===== src/rtl/sevenseg_scan_driver.sv =====
// sevenseg_scan_driver
//   Time-multiplexed hex driver for common-anode multi-digit seven-segment
//   displays. Scans one digit per REFRESH_DIV clocks, decodes nibbles to hex
//   glyphs, drives per-digit decimal points, optionally blanks leading zeros,
//   and double-buffers the value so updates only land on a frame boundary.
//
// Ports
//   clk        system clock
//   rst_n      asynchronous active-low reset
//   value      4*NUM_DIGITS hex value, nibble i -> digit i (digit 0 rightmost)
//   dp_in      per-digit decimal point request, active-high
//   load       one-cycle strobe capturing value/dp_in into the shadow buffer
//   en         display enable; 0 blanks anodes, segments and dp
//   blank_lz   leading-zero blanking enable
//   seg        segments {g,f,e,d,c,b,a}, active-low
//   dp         decimal point, active-low
//   an         anode selects, active-low, one-hot-zero
//   frame_tick one-cycle pulse after the scan wraps to digit 0
module sevenseg_scan_driver #(
  parameter int NUM_DIGITS  = 4,
  parameter int REFRESH_DIV = 100000
) (
  input  logic                    clk,
  input  logic                    rst_n,
  input  logic [4*NUM_DIGITS-1:0] value,
  input  logic [NUM_DIGITS-1:0]   dp_in,
  input  logic                    load,
  input  logic                    en,
  input  logic                    blank_lz,
  output logic [6:0]              seg,
  output logic                    dp,
  output logic [NUM_DIGITS-1:0]   an,
  output logic                    frame_tick
);

  localparam int DW = $clog2(REFRESH_DIV);
  localparam int IW = (NUM_DIGITS > 1) ? $clog2(NUM_DIGITS) : 1;

  logic [DW-1:0]           div_q, div_d;
  logic [IW-1:0]           idx_q, idx_d;
  logic [4*NUM_DIGITS-1:0] shadow_val_q, shadow_val_d;
  logic [NUM_DIGITS-1:0]   shadow_dp_q, shadow_dp_d;
  logic [4*NUM_DIGITS-1:0] disp_val_q, disp_val_d;
  logic [NUM_DIGITS-1:0]   disp_dp_q, disp_dp_d;
  logic                    pending_q, pending_d;
  logic [NUM_DIGITS-1:0]   an_q, an_d;
  logic [6:0]              seg_q, seg_d;
  logic                    dp_q, dp_d;
  logic                    tick_q, tick_d;

  logic                    wrap, last_digit, boundary;
  logic [3:0]              nib_sel;
  logic                    dp_sel, lz_sel;
  logic [NUM_DIGITS-1:0]   zero_from;

  function automatic logic [6:0] glyph(input logic [3:0] n);
    logic [6:0] g;
    case (n)
      4'h0: g = 7'h40;
      4'h1: g = 7'h79;
      4'h2: g = 7'h24;
      4'h3: g = 7'h30;
      4'h4: g = 7'h19;
      4'h5: g = 7'h12;
      4'h6: g = 7'h02;
      4'h7: g = 7'h78;
      4'h8: g = 7'h00;
      4'h9: g = 7'h10;
      4'hA: g = 7'h08;
      4'hB: g = 7'h03;
      4'hC: g = 7'h46;
      4'hD: g = 7'h21;
      4'hE: g = 7'h06;
      default: g = 7'h0E;
    endcase
    return g;
  endfunction

  // Divider, digit index and double-buffer control
  always_comb begin
    wrap       = (div_q == DW'(REFRESH_DIV - 1));
    last_digit = (idx_q == IW'(NUM_DIGITS - 1));
    boundary   = wrap && last_digit;

    div_d = wrap ? '0 : div_q + DW'(1);
    idx_d = idx_q;
    if (wrap) idx_d = last_digit ? '0 : idx_q + IW'(1);

    shadow_val_d = shadow_val_q;
    shadow_dp_d  = shadow_dp_q;
    disp_val_d   = disp_val_q;
    disp_dp_d    = disp_dp_q;
    pending_d    = pending_q;
    tick_d       = boundary;

    if (load) begin
      shadow_val_d = value;
      shadow_dp_d  = dp_in;
      pending_d    = 1'b1;
    end

    // A load landing on the boundary itself bypasses the shadow so it is
    // shown in the frame that starts now rather than one frame later.
    if (boundary) begin
      if (load) begin
        disp_val_d = value;
        disp_dp_d  = dp_in;
        pending_d  = 1'b0;
      end else if (pending_q) begin
        disp_val_d = shadow_val_q;
        disp_dp_d  = shadow_dp_q;
        pending_d  = 1'b0;
      end
    end
  end

  // Digit selection, leading-zero detection and output decode
  always_comb begin
    nib_sel   = '0;
    dp_sel    = 1'b0;
    lz_sel    = 1'b0;
    zero_from = '0;
    an_d      = '1;
    for (int unsigned i = 0; i < NUM_DIGITS; i++) begin
      // zero_from[i]: nibbles i..NUM_DIGITS-1 are all zero
      zero_from[i] = ((disp_val_q >> (4 * i)) == '0);
      an_d[i]      = !(idx_q == IW'(i));
      if (idx_q == IW'(i)) begin
        nib_sel = disp_val_q[4*i +: 4];
        dp_sel  = disp_dp_q[i];
        lz_sel  = (i != 0) && zero_from[i];
      end
    end

    seg_d = (blank_lz && lz_sel) ? 7'h7F : glyph(nib_sel);
    dp_d  = !dp_sel;

    if (!en) begin
      an_d  = '1;
      seg_d = 7'h7F;
      dp_d  = 1'b1;
    end
  end

  always_ff @(posedge clk or negedge rst_n) begin
    if (!rst_n) begin
      div_q        <= '0;
      idx_q        <= '0;
      shadow_val_q <= '0;
      shadow_dp_q  <= '0;
      disp_val_q   <= '0;
      disp_dp_q    <= '0;
      pending_q    <= 1'b0;
      an_q         <= '1;
      seg_q        <= 7'h7F;
      dp_q         <= 1'b1;
      tick_q       <= 1'b0;
    end else begin
      div_q        <= div_d;
      idx_q        <= idx_d;
      shadow_val_q <= shadow_val_d;
      shadow_dp_q  <= shadow_dp_d;
      disp_val_q   <= disp_val_d;
      disp_dp_q    <= disp_dp_d;
      pending_q    <= pending_d;
      an_q         <= an_d;
      seg_q        <= seg_d;
      dp_q         <= dp_d;
      tick_q       <= tick_d;
    end
  end

  assign seg        = seg_q;
  assign dp         = dp_q;
  assign an         = an_q;
  assign frame_tick = tick_q;

endmodule


===== config.mk =====
export PLATFORM = sky130hd
export DESIGN_NAME = sevenseg_scan_driver
export DESIGN_NICKNAME = d
export VERILOG_FILES = /design/src/rtl/sevenseg_scan_driver.sv
export SDC_FILE = /design/constraint.sdc
export NUM_CORES = 1
export LEC_CHECK = 0
export ABC_AREA = 1
export CAP_MARGIN = 30
export CORE_ASPECT_RATIO = 0.7
export CORE_UTILIZATION = 45
export CTS_BUF_LIST = sky130_fd_sc_hd__clkbuf_2 sky130_fd_sc_hd__clkbuf_4 sky130_fd_sc_hd__clkbuf_8
export DETAILED_ROUTE_END_ITERATION = 6
export MAX_ROUTING_LAYER = met4
export PLACE_DENSITY = 0.66
export RECOVER_POWER = 25
export SYNTH_ARGS = -nofsm -noshare
export SYNTH_HDL_FRONTEND = slang
export SYNTH_SLANG_ARGS = --single-unit

===== constraint.sdc =====
create_clock -name clk -period 2.5 [get_ports clk]
set_input_delay 0.75 -clock clk [delete_from_list [all_inputs] [get_ports clk]]
set_output_delay 0.75 -clock clk [all_outputs]
set_load 0.02 [all_outputs]

# Word-level counts from Yosys, hierarchy flattened
# Memories as Yosys holds them, arrays and structs flattened.
# Index checks and enable logic that the tools add are counted.
[totals] regBits=73 mem_bits_ro=112 output_inout_bits=13 mem_count=1
[op_classes] n_addsub=2 eq_ne=4 n_mux=25 reduce_logical=13
[mem_list] name="(no name shown)" depth=16 word_bits=7 read_ports=1 rd_ports_with_merged_regs=0 write_ports=0 line_no="58" source="case (n)"
[op_table] operator="logical NOT 16 bit" n=3
[op_table] operator="2-to-1 mux 16 bit" n=2
[op_table] operator="2-to-1 mux 4 bit" n=7
[op_table] operator="adder 17 x 1 -> 17 bit (second input constant)" n=1
[op_table] operator="equality test 17 bit (second input constant)" n=1
[op_table] operator="2-to-1 mux 17 bit" n=1
[op_table] operator="2-to-1 mux 7 bit" n=2
[op_table] operator="2-to-1 mux 1 bit" n=12
[op_table] operator="logical NOT 1 bit" n=5
[op_table] operator="equality test 2 bit (second input constant)" n=2
[op_table] operator="adder 2 x 1 -> 2 bit (second input constant)" n=1
[op_table] operator="equality test 2 x 1 -> 1 bit (second input constant)" n=1
[op_table] operator="logical AND 1 bit" n=2
[op_table] operator="logical NOT 2 bit" n=1
[op_table] operator="2-to-1 mux 2 bit" n=1
[op_table] operator="AND reduction 2 bit" n=1
[op_table] operator="nonzero test 2 bit" n=1

# Depth between registers and ports, before layout
# Gate-level depths: netlist of run 1.
# An unclocked memory read counts as a cell.
[logic_depth] word_depth=8 mapped_depth=15 depth_no_buf=14

# Worst setup path before layout of run 1
# Ideal clock, no wire load.
[synth_timing] path_type="reg2reg" startpoint="register idx_q[0]" endpoint="register seg_q[5], in the netlist seg[5]" setup_time_ps=80 arrival_time_ps=1723 t_required_ps=2420 path_slack_ps=697 path_stages_with_launch=12 cell_sequence="dfrtp_1 > ha_1 > clkbuf_1 > a21oi_1 > nand2_1 > nand2_1 > inv_1 > ha_1 > nand3_1 > o21ai_0 > nand2_1 > nand2_1"
[synth_between] elab_chain_len=8 word_cells_on_any_way=15 classes_between="3 x eq/ne; 9 x mux; 2 x reduce/logical; 1 x memory"
[synth_rtl] element="start, declared" line_no="40" source="logic [IW-1:0] idx_q, idx_d;"
[synth_rtl] element="start signal, assigned" line_no="160" source="idx_q <= idx_d;"
[synth_rtl] element="logical NOT 2 bit" line_no="128" source="if (idx_q == IW'(i)) begin"
[synth_rtl] element="2-to-1 mux 4 bit (4 in series)" line_no="128"
[synth_rtl] element="memory (16 x 7 bit)"
[synth_rtl] element="2-to-1 mux 7 bit (*)" line_no="135" source="seg_d = (blank_lz && lz_sel) ? 7'h7F : glyph(nib_sel);"
[synth_rtl] element="2-to-1 mux 7 bit (*)" line_no="138" source="if (!en) begin"
[synth_rtl] element="named net seg_d[5]" line_no="47" source="logic [6:0] seg_q, seg_d;"
[synth_rtl] element="end signal, assigned" line_no="167" source="seg_q <= seg_d;"
[synth_rtl] element="end, declared" line_no="47"
# The timed path passes the listed nets; every way through them passes the cells marked *.
# A chain may end at the register's enable or synchronous reset.

# Worst setup path after layout of run 1
[layout_timing] startpoint="register seg_q[4], in the netlist seg[4]" endpoint="output seg[4]"
[layout_lines] element="end, declared" line_no="30" source="output logic [6:0] seg,"
# No word-level cell between the ends.

==> metrics.yaml, run 1 <==
routing:
  vias_per_cell: 4.97
  wire_per_inst_um: 12.9
  drt_iter0_drc: 230
  vias: 2901
  dr.pass1.iters: 7
  routed_wl_um: 7520
  drtAntennaViolNets: 0
  drc: 0
clocking:
  cts_tree: "yes"
  cts_buffers: 9
  cts_sinks: 73
  cts_resized: 0
  htreeDepth: 3
  cts_setup_buffers: 0
  clk_latency_ps: 360
  cts-root-buf: "clkbuf_8"
  hold_buffers: 0
  clockBufferDepth: 2
  clk_pin_slew_ps: 80
timing:
  tightest_slew_ps: 1750
  fin_setup_tns_ps: 0
  rsz0062_at_grt: "no"
  skew_ps: 10.2
  hold_viol: 0
  fin_crit_ps: 2240
  fin_ws_ps: 259
  finalCritPeriodShare_pct: 89.6
  max_slew_margin_pct: -16.4
  finalSetupViolations: 0
  maxSlewViolCount: 74
  fmax_ghz: 0.446
final_layout:
  diodes: 0
  syn_to_final_growth_pct: 20.0
  fin_nets: 517
  layout-drive-gt1-share_pct: 10.5
  finalInstanceArea_um2: 4240
die:
  design.core.area_um2: 7450
  io_pins: 38
  start_util_pct: 47.4
  dieArea_um2: 8220
  die_h_um: 76.1
  die_w_um: 108
  core.rowCount: 26
synth:
  ys_top_cells_by_count: "178 x nand2_1, 61 x dfrtp_1, 34 x inv_1, 33 x nand3_1, 28 x nor2_1"
  synth_most_common_cell: "nand2_1"
  synth_nets: 471
  ys_async_sr_fraction_pct: 100
  syn_inst: 435
  syn-cell-area_um2: 3530
  seq_area_frac_synth_pct: 52.1
  yosysWarnings: 0
  synth_largest_area_cell: "dfrtp_1"
  ys_ff_latch: 73
  synth.top_cell.area_share_pct: 43.2
  syn_avg_cell_area_um2: 8.12
  synthTopCellsByArea: "dfrtp_1 43%, nand2_1 19%, dfstp_2 8.9%, nand3_1 4.7%, ha_1 3.9%"
  yosys_most_used_dff: "dfrtp_1"
  synth_edf_count: 0
  post_synth_num_cell_types: 29
setup_path:
  cp-end-kind: "output pin"
  critPathBufInv: 1
  critical_path_class: "reg2out"
  critical_path_arrival_ps: 1490
  worstPathMaxFanout: 1
  cp.required_ps: 1750
  cpLargestDelayFamily: "buffers and inverters"
  path_cells: "clkdlybuf4s50_1"
  critPathMaxStageDelay_ps: 590
  crit_path_start_kind: "flip-flop"
  slowest_stage: "clkdlybuf4s50_1"
grt:
  antenna_found_initial: 0
  grt_max_degree: 74
  grt_overflow: 0
  grt_pass1_vias: 2652
  grt_pass1_wl_um: 13000
  grt_use_total_pct: 21.4
placement:
  gp_congestion: 0.945
  port-buffer-count: 37
  pre_cts_ws_ps: 323
  dpl.hpwl_um: 5400
  postPlaceCellArea_um2: 4030
pwr:
  p_per_area_nw_per_um2: 590
  p_leak_uw: 0.00212
  ir_drop_v: 0.000575
hold_path:
  min_path_type: "reg2reg"
outcome:
  violations: "max-capacitance violations, max-slew violations"
  status: "finished, violations left"
job:
  cap_viol_max_count: 1
state kept, by name, summed over array words and instances (netlist names):
register      count
pending_q         1
dp                1
seg               7
disp_dp_q         4
shadow_val_q     16
shadow_dp_q       4
div_q            17
an                4
idx_q             2
disp_val_q       16
frame_tick        1
placed cells by master (no fill, tap or decap), types with 2 or more instances in the layout:
cell,instances
nand2_1,178
dfrtp_1,61
clkdlybuf4s50_1,36
inv_1,34
nand3_1,33
nor2_1,28
o21ai_0,14
a21oi_1,12
dfstp_2,12
xor2_1,11
ha_1,11
clkbuf_8,10
buf_4,7
nor3_1,6
nand4_1,4
nand2_2,4
nor2_2,4
inv_2,3
nand3b_1,2
clkinv_2,2
bufinv_16,2
per-layer routing:
metal | vias to the layer above | wire (um) | track usage, %
met2 | 114 | 3010 | 28.3
li1 | 1452 | - | -
met4 | 0 | 124 | 5.34
met1 | 1322 | 3840 | 30.9
met5 | - | 0 | -
met3 | 13 | 535 | 7.53
report_power, final:
group / total [uW] / switching, uW / internal, uW
combinational: 202 / 116 / 85.6
clock: 1040 / 440 / 598
sequential: 1260 / 20.9 / 1240
kinds of logic (layout without fill, tap and decap cells):
family	Yosys count	count (layout)	share of synthesized area [%]
AO/OA/AOI/OAI	28	28	4.11
XOR/XNOR	12	12	2.97
adder cells (fa/ha/maj)	11	11	3.90
buffers and inverters	48	99	5.77
flip-flops	73	73	52.1
AND/OR/NAND/NOR	263	263	31.1
stage by stage:
stage / hold WS, ps / utilization (%) / total power (uW) / cells
2_1_floorplan: 409 / - / 1380 / 435
3_3_place_gp: 454 / 54.1 / 1490 / 568
3_5_place_dp: 458 / 54.1 / 1490 / 568
4_1_cts: 409 / 57.1 / 2530 / 584
5_1_grt: 492 / 56.9 / 2610 / 584
6_report: 473 / 56.9 / 2500 / 584
final cells by class:
type	instances	area, um^2
multi-input cells	314	1490
clock inverters	5	78.8
fillers	680	3210
clock buffers	11	145
repair buffers	45	423
inverters	38	143
well taps	98	123
flip-flops and latches	73	1840
path summary, 6_finish.rpt:
check / from / endpoint / slack (ps) / cells after the start
min in group asynchronous: rst_n / div_q[13] / 930 / 2
worst max register to register: idx_q[0] / seg[5] / 300 / 12
worst min register to register: shadow_val_q[9] / shadow_val_q[9] / 470 / 2
worst max-delay path: seg[4] / seg[4] / 260 / 1
max in group asynchronous: rst_n / shadow_val_q[12] / 530 / 2
worst min-delay path: shadow_val_q[9] / shadow_val_q[9] / 470 / 2
worst min-delay path, cell delays in order (launching register included):
cell     delay, ps
dfrtp_1        320
nand2_1         50
nand2_1         60
Note: power is estimated with default switching activity, not from simulation.
==> run 2: changes to the inputs <==
CELL_PAD_IN_SITES_DETAIL_PLACEMENT = 1   (was default)
CELL_PAD_IN_SITES_GLOBAL_PLACEMENT = 2   (was default)
CORE_UTILIZATION = 39   (was 45)
DONT_BUFFER_PORTS = 1   (was default)
PLACE_DENSITY = default   (was 0.66)
PLACE_DENSITY_LB_ADDON = 0.1   (was default)
==> run 2 against run 1 <==
Net effect: the flow now finishes without violations; routed wire length increased by 10%; combinational power decreased by 49%; hold slack got worse by 400 ps; clock power barely moved; via count fell by 5.7%; count of clock-buffer cells in the layout fell by 1; sequential share of layout area up 4.1 points; die area increased by 15%; global-route usage is 0.44 points lower; sequential power about the same; sequential cell count did not move.
==> metrics.yaml, run 2 (synthesized netlist as in run 1, its figures left out) <==
timing:
  tightest_slew_ps: 628  # -1120 ps
  fin_crit_ps: 2100  # -140 ps
  skew_ps: 19.2  # +8.98 ps
  fin_setup_tns_ps: 0  # unchanged
  fmax_ghz: 0.476  # +6.7%
  finalSetupViolations: 0  # unchanged
  hold_viol: 0  # unchanged
  max_slew_margin_pct: 58.1  # +75 points
  maxSlewViolCount: 0  # -100%
  fin_ws_ps: 399  # +140 ps
  rsz0062_at_grt: "no"
  fin_hold_ws_ps: 69.2  # -404 ps
  finalCritPeriodShare_pct: 84.0  # -5.6 points
clocking:
  cts_sinks: 73  # unchanged
  cts_setup_buffers: 0  # unchanged
  clockBufferDepth: 2  # unchanged
  cts_buffers: 9  # unchanged
  clk_latency_ps: 370  # about the same
  cts_tree: "yes"
  htreeDepth: 3  # unchanged
  clk_pin_slew_ps: 90  # about the same
  cts-root-buf: "clkbuf_8"
grt:
  grt_overflow: 0  # unchanged
  grt_max_degree: 74  # unchanged
  grt_use_total_pct: 20.9  # -0.44 points
  grt_pass1_vias: 2854  # +7.6%
  grt_pass1_wl_um: 14300  # +9.8%
  antenna_found_initial: 0  # unchanged
final_layout:
  fin_nets: 475  # -8.1%
  layout_common_cells: "178 x nand2_1, 61 x dfrtp_1, 34 x inv_1, 33 x nand3_1, 28 x nor2_1"
  final_common_cell: "nand2_1"
  largest_registers: "div_q x17, disp_val_q x16, shadow_val_q x16"
  largest_register: "div_q"
  diodes: 0  # unchanged
  layout-drive-gt1-share_pct: 10.6  # +0.092 points
  largest_reg_flops: 17  # unchanged
  syn_to_final_growth_pct: 9.60
setup_path:
  critPathBufInv: 3  # +2
  path_cells: "inv_1, ha_2, inv_2, nand3_1, nand2_1, nand2_1, nand2_1, nand2_1, inv_1, ha_1, nand3_1, o21ai_0, nand2_1, nand2_1"
  worstReg2RegStart: "idx_q[1]"
  cp-end-kind: "flip-flop"
  cp.required_ps: 2780  # +1030 ps
  ff2ff_path_depth: 14  # +2
  critPathMaxStageDelay_ps: 410  # -180 ps
  worstPathMaxFanout: 9  # +8
  critical_path_arrival_ps: 2380  # +890 ps
  cp_common_cell: "nand2_1"
  critical_path_class: "reg2reg"
  cpLargestDelayFamily: "simple AND/OR/NAND/NOR gates"
  worstReg2RegEnd: "seg[5]"
  crit_path_start_kind: "flip-flop"
  crit_cells: 14  # +13
  setup.reg_to_reg.worst_slack_ps: 400  # +100 ps
  slowest_stage: "dfrtp_1"
job:
  cap_viol_max_count: 0  # -1
routing:
  wire_per_inst_um: 14.7  # +14%
  drt_iter0_drc: 139  # -40%
  drc: 0  # unchanged
  vias_per_cell: 4.85  # -2.4%
  drtAntennaViolNets: 0  # unchanged
  routed_wl_um: 8300  # +10%
  dr.pass1.iters: 4  # -3
  vias: 2735  # -5.7%
pwr:
  pwr-share-seq_pct: 52.3  # +1.9 points
  combPwrFrac_pct: 4.3  # -3.8 points
  p_switching_uw: 584  # +1.2%
  internal_power_uw: 1860  # -3.6%
  fin_total_pwr_uw: 2440  # -2.5%
  ir_drop_v: 0.000317  # -45%
  p_per_area_nw_per_um2: 630  # +6.8%
  switching_share_pct: 23.9  # +0.88 points
  p_leak_uw: 0.00195  # -8.2%
  power.share.clock_pct: 43.4  # +1.9 points
die:
  core.rowCount: 28  # +7.7%
  start_util_pct: 41.0  # -6.4 points
  dieArea_um2: 9450  # +15%
  die_w_um: 116  # +7.3%
  die_h_um: 81.6  # +7.2%
  design.core.area_um2: 8620  # +16%
  io_pins: 38  # unchanged
hold_path:
  min_path_type: "in2async"
placement:
  gp_congestion: 0.820  # -13%
  dpl.hpwl_um: 5880  # +8.8%
  port-buffer-count: 0  # -100%
  pre_cts_ws_ps: 309  # -14.0 ps
outcome:
  status: "finished clean"
==> run 2: power groups by stage <==
stage | logic [uW] | registers (uW) | clock network [uW]
detailed placement | 105 | 1300 | 0
global placement | 102 | 1300 | 0
floorplan | 84.2 | 1290 | 0
finish | 104 | 1280 | 1060
global route | 126 | 1280 | 1140
CTS | 106 | 1280 | 1090
==> run 2: layout make-up <==
cell class / instances / area, um^2
fillers: 1088 / 4750
flip-flops and latches: 73 / 1840
multi-input cells: 314 / 1490
well taps: 120 / 150
inverters: 38 / 143
clock buffers: 10 / 131
clock inverters: 6 / 91.3
repair buffers: 3 / 22.5
==> run 2: timing repair <==
| item | 4_1_cts | 5_1_grt |
|---|---|---|
| hold endpoints to repair | 0 | 0 |
| resized for setup | 0 | 2 |
| setup endpoints to repair | 0 | 1 |
| hold buffers | 0 | 0 |
==> run 2: how the worst max path moves through the flow <==
stage               startpoint  endpoint  slack [ps]
floorplan             idx_q[0]    seg[5]         700
global placement      idx_q[0]    seg[5]         390
detailed placement    idx_q[0]    seg[3]         310
CTS                   idx_q[0]    seg[5]         250
global route          idx_q[1]    seg[5]         120
finish                idx_q[1]    seg[5]         400
==> run 2: per-layer routing <==
metal  GRT usage, %  vias to the layer above  share of wire [%]
met2           30.0                       41                 42
li1               -                     1361                  -
met1           29.0                     1326                 54
met4           5.77                        0               0.70
met3           5.54                        7                3.2
met5              -                        -                  0
==> run 2: metrics by stage <==
| step | std cells | instance area [um^2] | util [%] |
|---|---|---|---|
| finish | 564 | 3870 | 44.9 |
| global route | 564 | 3870 | 44.9 |
| CTS | 564 | 3870 | 44.9 |
| global placement | 548 | 3640 | 42.3 |
| floorplan | 435 | 3530 | - |
| detailed placement | 548 | 3640 | 42.3 |
